[config.mk]
export PLATFORM = sky130hd
export DESIGN_NAME = ldr_ioctl_bridge_flat
export DESIGN_NICKNAME = d
export VERILOG_FILES = /design/src/rtl/ldr_ioctl_bridge_if.sv /design/src/rtl/ldr_ioctl_bridge.sv /design/src/flat_wrapper.sv
export SDC_FILE = /design/constraint.sdc
export NUM_CORES = 1
export LEC_CHECK = 0
export BUFFER_PORTS_ARGS = -buffer_cell sky130_fd_sc_hd__buf_2
export CORE_MARGIN = 4
export CORE_UTILIZATION = 25
export CTS_BUF_LIST = sky130_fd_sc_hd__clkbuf_4 sky130_fd_sc_hd__clkbuf_8 sky130_fd_sc_hd__clkbuf_16
export CTS_CLUSTER_SIZE = 40
export DETAILED_ROUTE_END_ITERATION = 16
export PLACE_DENSITY = 0.49
export SKIP_LAST_GASP = 1
export SYNTH_ARGS = -nofsm -noshare
export SYNTH_HDL_FRONTEND = slang
export SYNTH_SLANG_ARGS = --single-unit
[constraint.sdc]
create_clock -name clk_sys -period 5.1 [get_ports clk_sys]
set_clock_uncertainty 0.15 [all_clocks]
set_input_delay 1.02 -clock clk_sys [delete_from_list [all_inputs] [get_ports clk_sys]]
set_output_delay 1.02 -clock clk_sys [all_outputs]
set_load 0.01 [all_outputs]
[src/rtl/ldr_ioctl_bridge_if.sv]
// Bus bundle between hps_io's ioctl download stream, the bridge, and the
// Zet98MiSTer loader port. The master modport is the bridge side; the slave
// modport is the surrounding environment (hps_io + loader).
// Optional checksum signal is present only when LDR_CSUM_EN is defined.
interface ldr_ioctl_bridge_if #(
  parameter int unsigned AW = 20
);
  logic          ioctl_download;
  logic [7:0]    ioctl_index;
  logic          ioctl_wr;
  logic [24:0]   ioctl_addr;
  logic [7:0]    ioctl_dout;
  logic          ioctl_wait;
  logic [AW-1:0] LDR_ADDR;
  logic [7:0]    LDR_WDAT;
  logic          LDR_OE;
  logic          LDR_WR;
  logic          LDR_ACK;
  logic          LDR_DONE;
  logic [20:0]   ldr_bytes;
  logic          ldr_err;
`ifdef LDR_CSUM_EN
  logic [15:0]   ldr_csum;

  modport master (
    input  ioctl_download, ioctl_index, ioctl_wr, ioctl_addr, ioctl_dout, LDR_ACK,
    output ioctl_wait, LDR_ADDR, LDR_WDAT, LDR_OE, LDR_WR, LDR_DONE, ldr_bytes, ldr_err,
    output ldr_csum
  );

  modport slave (
    output ioctl_download, ioctl_index, ioctl_wr, ioctl_addr, ioctl_dout, LDR_ACK,
    input  ioctl_wait, LDR_ADDR, LDR_WDAT, LDR_OE, LDR_WR, LDR_DONE, ldr_bytes, ldr_err,
    input  ldr_csum
  );
`else
  modport master (
    input  ioctl_download, ioctl_index, ioctl_wr, ioctl_addr, ioctl_dout, LDR_ACK,
    output ioctl_wait, LDR_ADDR, LDR_WDAT, LDR_OE, LDR_WR, LDR_DONE, ldr_bytes, ldr_err
  );

  modport slave (
    output ioctl_download, ioctl_index, ioctl_wr, ioctl_addr, ioctl_dout, LDR_ACK,
    input  ioctl_wait, LDR_ADDR, LDR_WDAT, LDR_OE, LDR_WR, LDR_DONE, ldr_bytes, ldr_err
  );
`endif
endinterface

[src/rtl/ldr_ioctl_bridge.sv]
// Buffered bridge from the hps_io ioctl download stream to the Zet98MiSTer
// loader port. Bytes are queued in a small FIFO, written to the loader with a
// level WR / rising-edge ACK handshake, and hps_io is throttled via ioctl_wait.
// Define LDR_CSUM_EN to add the ldr_csum running byte checksum.
//
// state | meaning
// ------+----------------------------------------------------------
// IDLE  | waiting for a download of LDR_INDEX to start
// LOAD  | download active; accepting bytes and writing to loader
// DRAIN | download ended; flushing the remaining queued bytes
// DONE  | load finished; terminal until reset, new downloads ignored
module ldr_ioctl_bridge #(
  parameter int unsigned DEPTH     = 4,
  parameter logic [7:0]  LDR_INDEX = 8'd0,
  parameter int unsigned AW        = 20   // must be < 25
) (
  input  logic               clk_sys,
  input  logic               rstn,
  ldr_ioctl_bridge_if.master bus
);

  localparam int unsigned IW = $clog2(DEPTH);
  localparam int unsigned PW = IW + 1;
  localparam int unsigned EW = AW + 8;

  typedef enum logic [1:0] {S_IDLE, S_LOAD, S_DRAIN, S_DONE} state_t;

  state_t        state_q, state_d;
  logic          dl_q, dl_d;
  logic          ack_q, ack_d;
  logic          oe_q, oe_d;
  logic          wr_q, wr_d;
  logic          wait_q, wait_d;
  logic          done_q, done_d;
  logic          err_q, err_d;
  logic [20:0]   bytes_q, bytes_d;
  logic [PW-1:0] wp_q, wp_d;
  logic [PW-1:0] rp_q, rp_d;
  logic [EW-1:0] mem_q [DEPTH];
  logic [EW-1:0] mem_d [DEPTH];
`ifdef LDR_CSUM_EN
  logic [15:0]   csum_q, csum_d;
`endif

  logic          dl_rise, dl_fall;
  logic          empty, full;
  logic          addr_ok, strobe_load, push, drop, complete;
  logic [PW-1:0] count, count_nxt;
  logic [EW-1:0] head;

  // Decode of download edges, FIFO status and the push/pop events of this cycle.
  always_comb begin
    dl_rise     = bus.ioctl_download & ~dl_q;
    dl_fall     = ~bus.ioctl_download & dl_q;
    count       = wp_q - rp_q;
    empty       = (wp_q == rp_q);
    full        = (wp_q[PW-1] != rp_q[PW-1]) && (wp_q[IW-1:0] == rp_q[IW-1:0]);
    addr_ok     = ~|bus.ioctl_addr[24:AW];
    strobe_load = (state_q == S_LOAD) && bus.ioctl_wr;
    push        = strobe_load && addr_ok && !full;
    drop        = strobe_load && (!addr_ok || full);
    complete    = bus.LDR_ACK && !ack_q && wr_q;
    count_nxt   = count + PW'(push) - PW'(complete);
    head        = mem_q[rp_q[IW-1:0]];
  end

  // State register.
  always_ff @(posedge clk_sys or negedge rstn) begin
    if (!rstn) state_q <= S_IDLE;
    else       state_q <= state_d;
  end

  // Next-state logic; a push in the falling-edge cycle is still taken in LOAD.
  always_comb begin
    state_d = state_q;
    case (state_q)
      S_IDLE:  if (dl_rise && (bus.ioctl_index == LDR_INDEX)) state_d = S_LOAD;
      S_LOAD:  if (dl_fall) state_d = S_DRAIN;
      S_DRAIN: if (empty && !wr_q) state_d = S_DONE;
      S_DONE:  state_d = S_DONE;
      default: state_d = S_IDLE;
    endcase
  end

  // Output and datapath next values: FIFO, handshake, throttle, status.
  always_comb begin
    dl_d    = bus.ioctl_download;
    ack_d   = bus.LDR_ACK;
    oe_d    = (state_d == S_LOAD) || (state_d == S_DRAIN);
    done_d  = (state_d == S_DONE);
    // Threshold DEPTH-1 leaves one slot for a strobe already in flight.
    wait_d  = (state_d == S_LOAD) && (count_nxt >= PW'(DEPTH - 1));
    err_d   = err_q | drop;
    wp_d    = wp_q + PW'(push);
    rp_d    = rp_q + PW'(complete);
    mem_d   = mem_q;
    if (push) mem_d[wp_q[IW-1:0]] = {bus.ioctl_addr[AW-1:0], bus.ioctl_dout};
    wr_d    = wr_q;
    if (complete)                    wr_d = 1'b0;
    else if (!wr_q && !empty && oe_q) wr_d = 1'b1;
    bytes_d = bytes_q;
    if (complete && (bytes_q != {21{1'b1}})) bytes_d = bytes_q + 21'd1;
`ifdef LDR_CSUM_EN
    csum_d  = csum_q;
    if (complete) csum_d = csum_q + {8'h00, head[7:0]};
`endif
  end

  // Datapath registers; reset flushes the FIFO and drops LDR_WR immediately.
  always_ff @(posedge clk_sys or negedge rstn) begin
    if (!rstn) begin
      dl_q    <= 1'b0;
      ack_q   <= 1'b0;
      oe_q    <= 1'b0;
      wr_q    <= 1'b0;
      wait_q  <= 1'b0;
      done_q  <= 1'b0;
      err_q   <= 1'b0;
      bytes_q <= '0;
      wp_q    <= '0;
      rp_q    <= '0;
      mem_q   <= '{default: '0};
`ifdef LDR_CSUM_EN
      csum_q  <= '0;
`endif
    end else begin
      dl_q    <= dl_d;
      ack_q   <= ack_d;
      oe_q    <= oe_d;
      wr_q    <= wr_d;
      wait_q  <= wait_d;
      done_q  <= done_d;
      err_q   <= err_d;
      bytes_q <= bytes_d;
      wp_q    <= wp_d;
      rp_q    <= rp_d;
      mem_q   <= mem_d;
`ifdef LDR_CSUM_EN
      csum_q  <= csum_d;
`endif
    end
  end

  assign bus.ioctl_wait = wait_q;
  assign bus.LDR_ADDR   = head[EW-1:8];
  assign bus.LDR_WDAT   = head[7:0];
  assign bus.LDR_OE     = oe_q;
  assign bus.LDR_WR     = wr_q;
  assign bus.LDR_DONE   = done_q;
  assign bus.ldr_bytes  = bytes_q;
  assign bus.ldr_err    = err_q;
`ifdef LDR_CSUM_EN
  assign bus.ldr_csum   = csum_q;
`endif

endmodule

[src/flat_wrapper.sv]
// flat-port wrapper written by rule: the top's interface ports become plain ports
module ldr_ioctl_bridge_flat 
#(
  parameter int unsigned DEPTH     = 4,
  parameter logic [7:0]  LDR_INDEX = 8'd0,
  parameter int unsigned AW        = 20                  
)
  (clk_sys, rstn, bus_ioctl_download, bus_ioctl_index, bus_ioctl_wr, bus_ioctl_addr, bus_ioctl_dout, bus_LDR_ACK, bus_ioctl_wait, bus_LDR_ADDR, bus_LDR_WDAT, bus_LDR_OE, bus_LDR_WR, bus_LDR_DONE, bus_ldr_bytes, bus_ldr_err);
  ldr_ioctl_bridge_if #(.AW(AW)) bus_i ();
  input  logic clk_sys;
  input  logic rstn;
  input wire logic [$bits(bus_i.ioctl_download)-1:0] bus_ioctl_download;
  input wire logic [$bits(bus_i.ioctl_index)-1:0] bus_ioctl_index;
  input wire logic [$bits(bus_i.ioctl_wr)-1:0] bus_ioctl_wr;
  input wire logic [$bits(bus_i.ioctl_addr)-1:0] bus_ioctl_addr;
  input wire logic [$bits(bus_i.ioctl_dout)-1:0] bus_ioctl_dout;
  input wire logic [$bits(bus_i.LDR_ACK)-1:0] bus_LDR_ACK;
  output wire logic [$bits(bus_i.ioctl_wait)-1:0] bus_ioctl_wait;
  output wire logic [$bits(bus_i.LDR_ADDR)-1:0] bus_LDR_ADDR;
  output wire logic [$bits(bus_i.LDR_WDAT)-1:0] bus_LDR_WDAT;
  output wire logic [$bits(bus_i.LDR_OE)-1:0] bus_LDR_OE;
  output wire logic [$bits(bus_i.LDR_WR)-1:0] bus_LDR_WR;
  output wire logic [$bits(bus_i.LDR_DONE)-1:0] bus_LDR_DONE;
  output wire logic [$bits(bus_i.ldr_bytes)-1:0] bus_ldr_bytes;
  output wire logic [$bits(bus_i.ldr_err)-1:0] bus_ldr_err;
  assign bus_i.ioctl_download = bus_ioctl_download;
  assign bus_i.ioctl_index = bus_ioctl_index;
  assign bus_i.ioctl_wr = bus_ioctl_wr;
  assign bus_i.ioctl_addr = bus_ioctl_addr;
  assign bus_i.ioctl_dout = bus_ioctl_dout;
  assign bus_i.LDR_ACK = bus_LDR_ACK;
  assign bus_ioctl_wait = bus_i.ioctl_wait;
  assign bus_LDR_ADDR = bus_i.LDR_ADDR;
  assign bus_LDR_WDAT = bus_i.LDR_WDAT;
  assign bus_LDR_OE = bus_i.LDR_OE;
  assign bus_LDR_WR = bus_i.LDR_WR;
  assign bus_LDR_DONE = bus_i.LDR_DONE;
  assign bus_ldr_bytes = bus_i.ldr_bytes;
  assign bus_ldr_err = bus_i.ldr_err;
  ldr_ioctl_bridge #(.DEPTH(DEPTH), .LDR_INDEX(LDR_INDEX), .AW(AW)) u_core (.clk_sys(clk_sys), .rstn(rstn), .bus(bus_i));
endmodule
==> qor.txt <==
Status = complete, no violations
CTS tree = built
Initial antenna violation count = 3
Dominant synthesized flop cell = dfrtp_1
Number of synthesized flops with an enable pin = 0
Most frequent cells in the layout = dfrtp_1 (146), buf_2 (98), mux2_2 (90)
Row count = 59
Crit path DAT = 3570 ps
Period utilization = 0.663
GR Util All Layers = 0.111
Clk buf depth = 2
WL per Instance = 17.7 um
Die Y = 172 um
Register share of total power = 0.417
Inserted Clock Buffers = 17
Routed Antenna Nets = 0
Placed cell areas = 7520 um^2
Net switching power = 0.887 mW
Post-synthesis async set-or-reset flop share = 1.00
Setup_tns = 0 ps
Routed via count = 3,962
Clock share of power = 0.416
Startpoint types = register
Fmax = 296 MHz
Compound-Gate Fraction of Synth Area = 0.0176
Slew HR = 0.274
Worst-Margin Slew = 1090 ps
P per Cell Area = 380 nW/um^2
Crit end category = register
Clk pin slew, worst setup/hold paths = 60 ps
Hold Startpoint = u_core.bus.ldr_err
Power Internal = 2.20 mW
Hold WC Path Type = register to register
Adder-cell share of the synthesized area = 0.0247
Die Wd = 172 um
Worst EP required = 5290 ps
Starting DRT DRC Count = 201
Layout cells sized above 1 = 0.520
Share of Yosys cell area claimed by the top area cell type = 0.554
Fin. Hold Viols = 0
Warnings from Yosys = 0
Clock Root Buffer = clkbuf_16
Post-Synth Simple-Gate Area = 0.0501
Starting Density = 0.255
Critical path startpoint = u_core.rp_q[1]
Vias per cell = 4.49
H-tree levels = 4
Gr ovfl total = 0
Worst skew pair latency = 420 ps
Nets = 593
RSZ-0062 raised after global routing = no
Sw frac = 0.288
Largest family of logic cells by synthesized area = multiplexers
Worst VDD drop = 0.192 mV
Hold Buf Count CTS = 0
Combinational power share = 0.167
Final HPWL DP = 10,200 um
Drt total wl = 15,700 um
Cell taking the most area after synthesis = dfrtp_1
Area of the multi-input gates = 2800 um^2
Antenna Cells = 0
Pre-antenna DRT Iters = 4
Max_cap viols = 0
Leakage = 4.12 nW
Area contributors post-synth = dfrtp_1 (55%), mux2_2 (15%), mux4_2 (9.4%)
Synth Cell Area = 6690 um^2
Core Box Area = 26,200 um^2
DR DRC count = 0
Seq/Total Area, Yosys = 0.554
Xor-xnor portion of the synthesized cell area = 0.0301
Reg area = 3710 um^2
Fin crit period = 3380 ps
Setup bufs post-CTS = 0
Mux contribution to synthesized area = 0.296
Synth Instances = 428
Yosys reg bits = 148
Max-slew violation count = 0
Cell area after layout = 8130 um^2
Most common cell after layout, fill and taps aside = dfrtp_1
Beginning of the worst register-to-register path = u_core.rp_q[1]
Cts repair resizes = 0
IO Pins = 100
First-pass GRT wire length = 25,100 um
Largest net degree at the start of global routing = 117
Yosys cell types = 44
Port Buffer Count = 99
Die area = 29,400 um^2
Placer Congestion = 0.766
Critical path peak fanout = 31
Mapped Nets = 486
Vias in the first global route = 4,501
Filler instances = 2,584
WS Path Type = register to register
# setup viols final = 0
Synth Area per Inst = 15.6 um^2
Clock sinks = 148
Synth-to-Final Area Change = 21.5%
## synthesized netlist by cell type, drive strengths merged (2+ instances only)
| library cell | number |
|---|---|
| inv | 6 |
| o21ai | 3 |
| dfrtp | 148 |
| mux4 | 28 |
| nor3 | 4 |
| clkbuf | 3 |
| a21oi | 3 |
| nand4 | 2 |
| nand3b | 2 |
| buf | 16 |
| fa | 2 |
| and4 | 2 |
| mux2 | 113 |
| nand3 | 16 |
| and3 | 6 |
| ha | 10 |
| nor2 | 16 |
| xor2 | 12 |
| nand2 | 9 |
| a31oi | 3 |
| xnor2 | 11 |
## per-stage QoR
| stage | power, mW | std cells | utilization | setup slack [ps] | hold WS, ps |
|---|---|---|---|---|---|
| 2_1_floorplan | 1.63 | 428 | - | 2030 | 303 |
| 3_3_place_gp | 1.83 | 851 | 0.287 | 1640 | 299 |
| 3_5_place_dp | 1.84 | 851 | 0.287 | 1620 | 298 |
| 4_1_cts | 3.15 | 883 | 0.310 | 1680 | 316 |
| 5_1_grt | 3.25 | 883 | 0.310 | 1540 | 355 |
| 6_report | 3.09 | 883 | 0.310 | 1720 | 313 |
## power groups by stage
stage	logic (mW)	clock network, mW	registers (mW)
global placement	0.522	0	1.31
CTS	0.533	1.33	1.29
global route	0.574	1.38	1.30
finish	0.514	1.28	1.29
detailed placement	0.531	0	1.31
floorplan	0.313	0	1.32
## registers in the layout, summed over array words and instances, names as in the netlist
| name | cells |
|---|---|
| u_core.bus.LDR_DONE | 1 |
| u_core.bus.ioctl_wait | 1 |
| u_core.rp_q | 3 |
| u_core.mem_q | 112 |
| u_core.dl_q | 1 |
| u_core.state_q | 2 |
| u_core.bus.LDR_WR | 1 |
| u_core.ack_q | 1 |
| u_core.bus.LDR_OE | 1 |
| u_core.wp_q | 3 |
| u_core.bus.ldr_err | 1 |
| u_core.bus.ldr_bytes | 21 |
## logic make-up after synthesis
| group | after synthesis |
|---|---|
| flip-flops | 148 |
| XOR/XNOR | 23 |
| AND/OR/NAND/NOR | 62 |
| buffers and inverters | 25 |
| adder cells (fa/ha/maj) | 12 |
| multiplexers | 141 |
| AO/OA/AOI/OAI | 17 |
## final cells by class
class	instances	area share
Multi-Input combinational cell	255	0.345
Inverter	6	0.00277
Sequential cell	148	0.456
Clock inverter	14	0.0203
Tap cell	335	0.0516
Clock buffer	18	0.0540
Timing Repair Buffer	107	0.0706
## worst max-delay path: stages (launching register included)
cell,delay [ps]
dfrtp_2,340
buf_4,450
xnor2_1,200
nand2_1,120
o2111ai_2,340
inv_2,140
fa_1,450
fa_1,450
ha_1,220
xor2_1,150
xnor2_1,120
a21boi_0,170
## routing by layer
| layer | wire length [um] | vias to the layer above | global-route usage |
|---|---|---|---|
| li1 | - | 1788 | - |
| met1 | 6680 | 2075 | 0.134 |
| met2 | 8040 | 75 | 0.191 |
| met3 | 752 | 18 | 0.0375 |
| met4 | 163 | 6 | 0.0272 |
| met5 | 32 | - | 0 |
## worst paths after layout
kind / cells after the start / slack (ps) / to
max in group asynchronous: 2 / 3110 / u_core.mem_q[101]
max: 11 / 1720 / u_core.bus.ioctl_wait
max reg2reg: 11 / 1720 / u_core.bus.ioctl_wait
min: 1 / 310 / u_core.bus.ldr_err
min in group asynchronous: 1 / 600 / u_core.mem_q[4]
min reg2reg: 1 / 310 / u_core.bus.ldr_err
No activity file was read; power rests on OpenSTA's default activity.
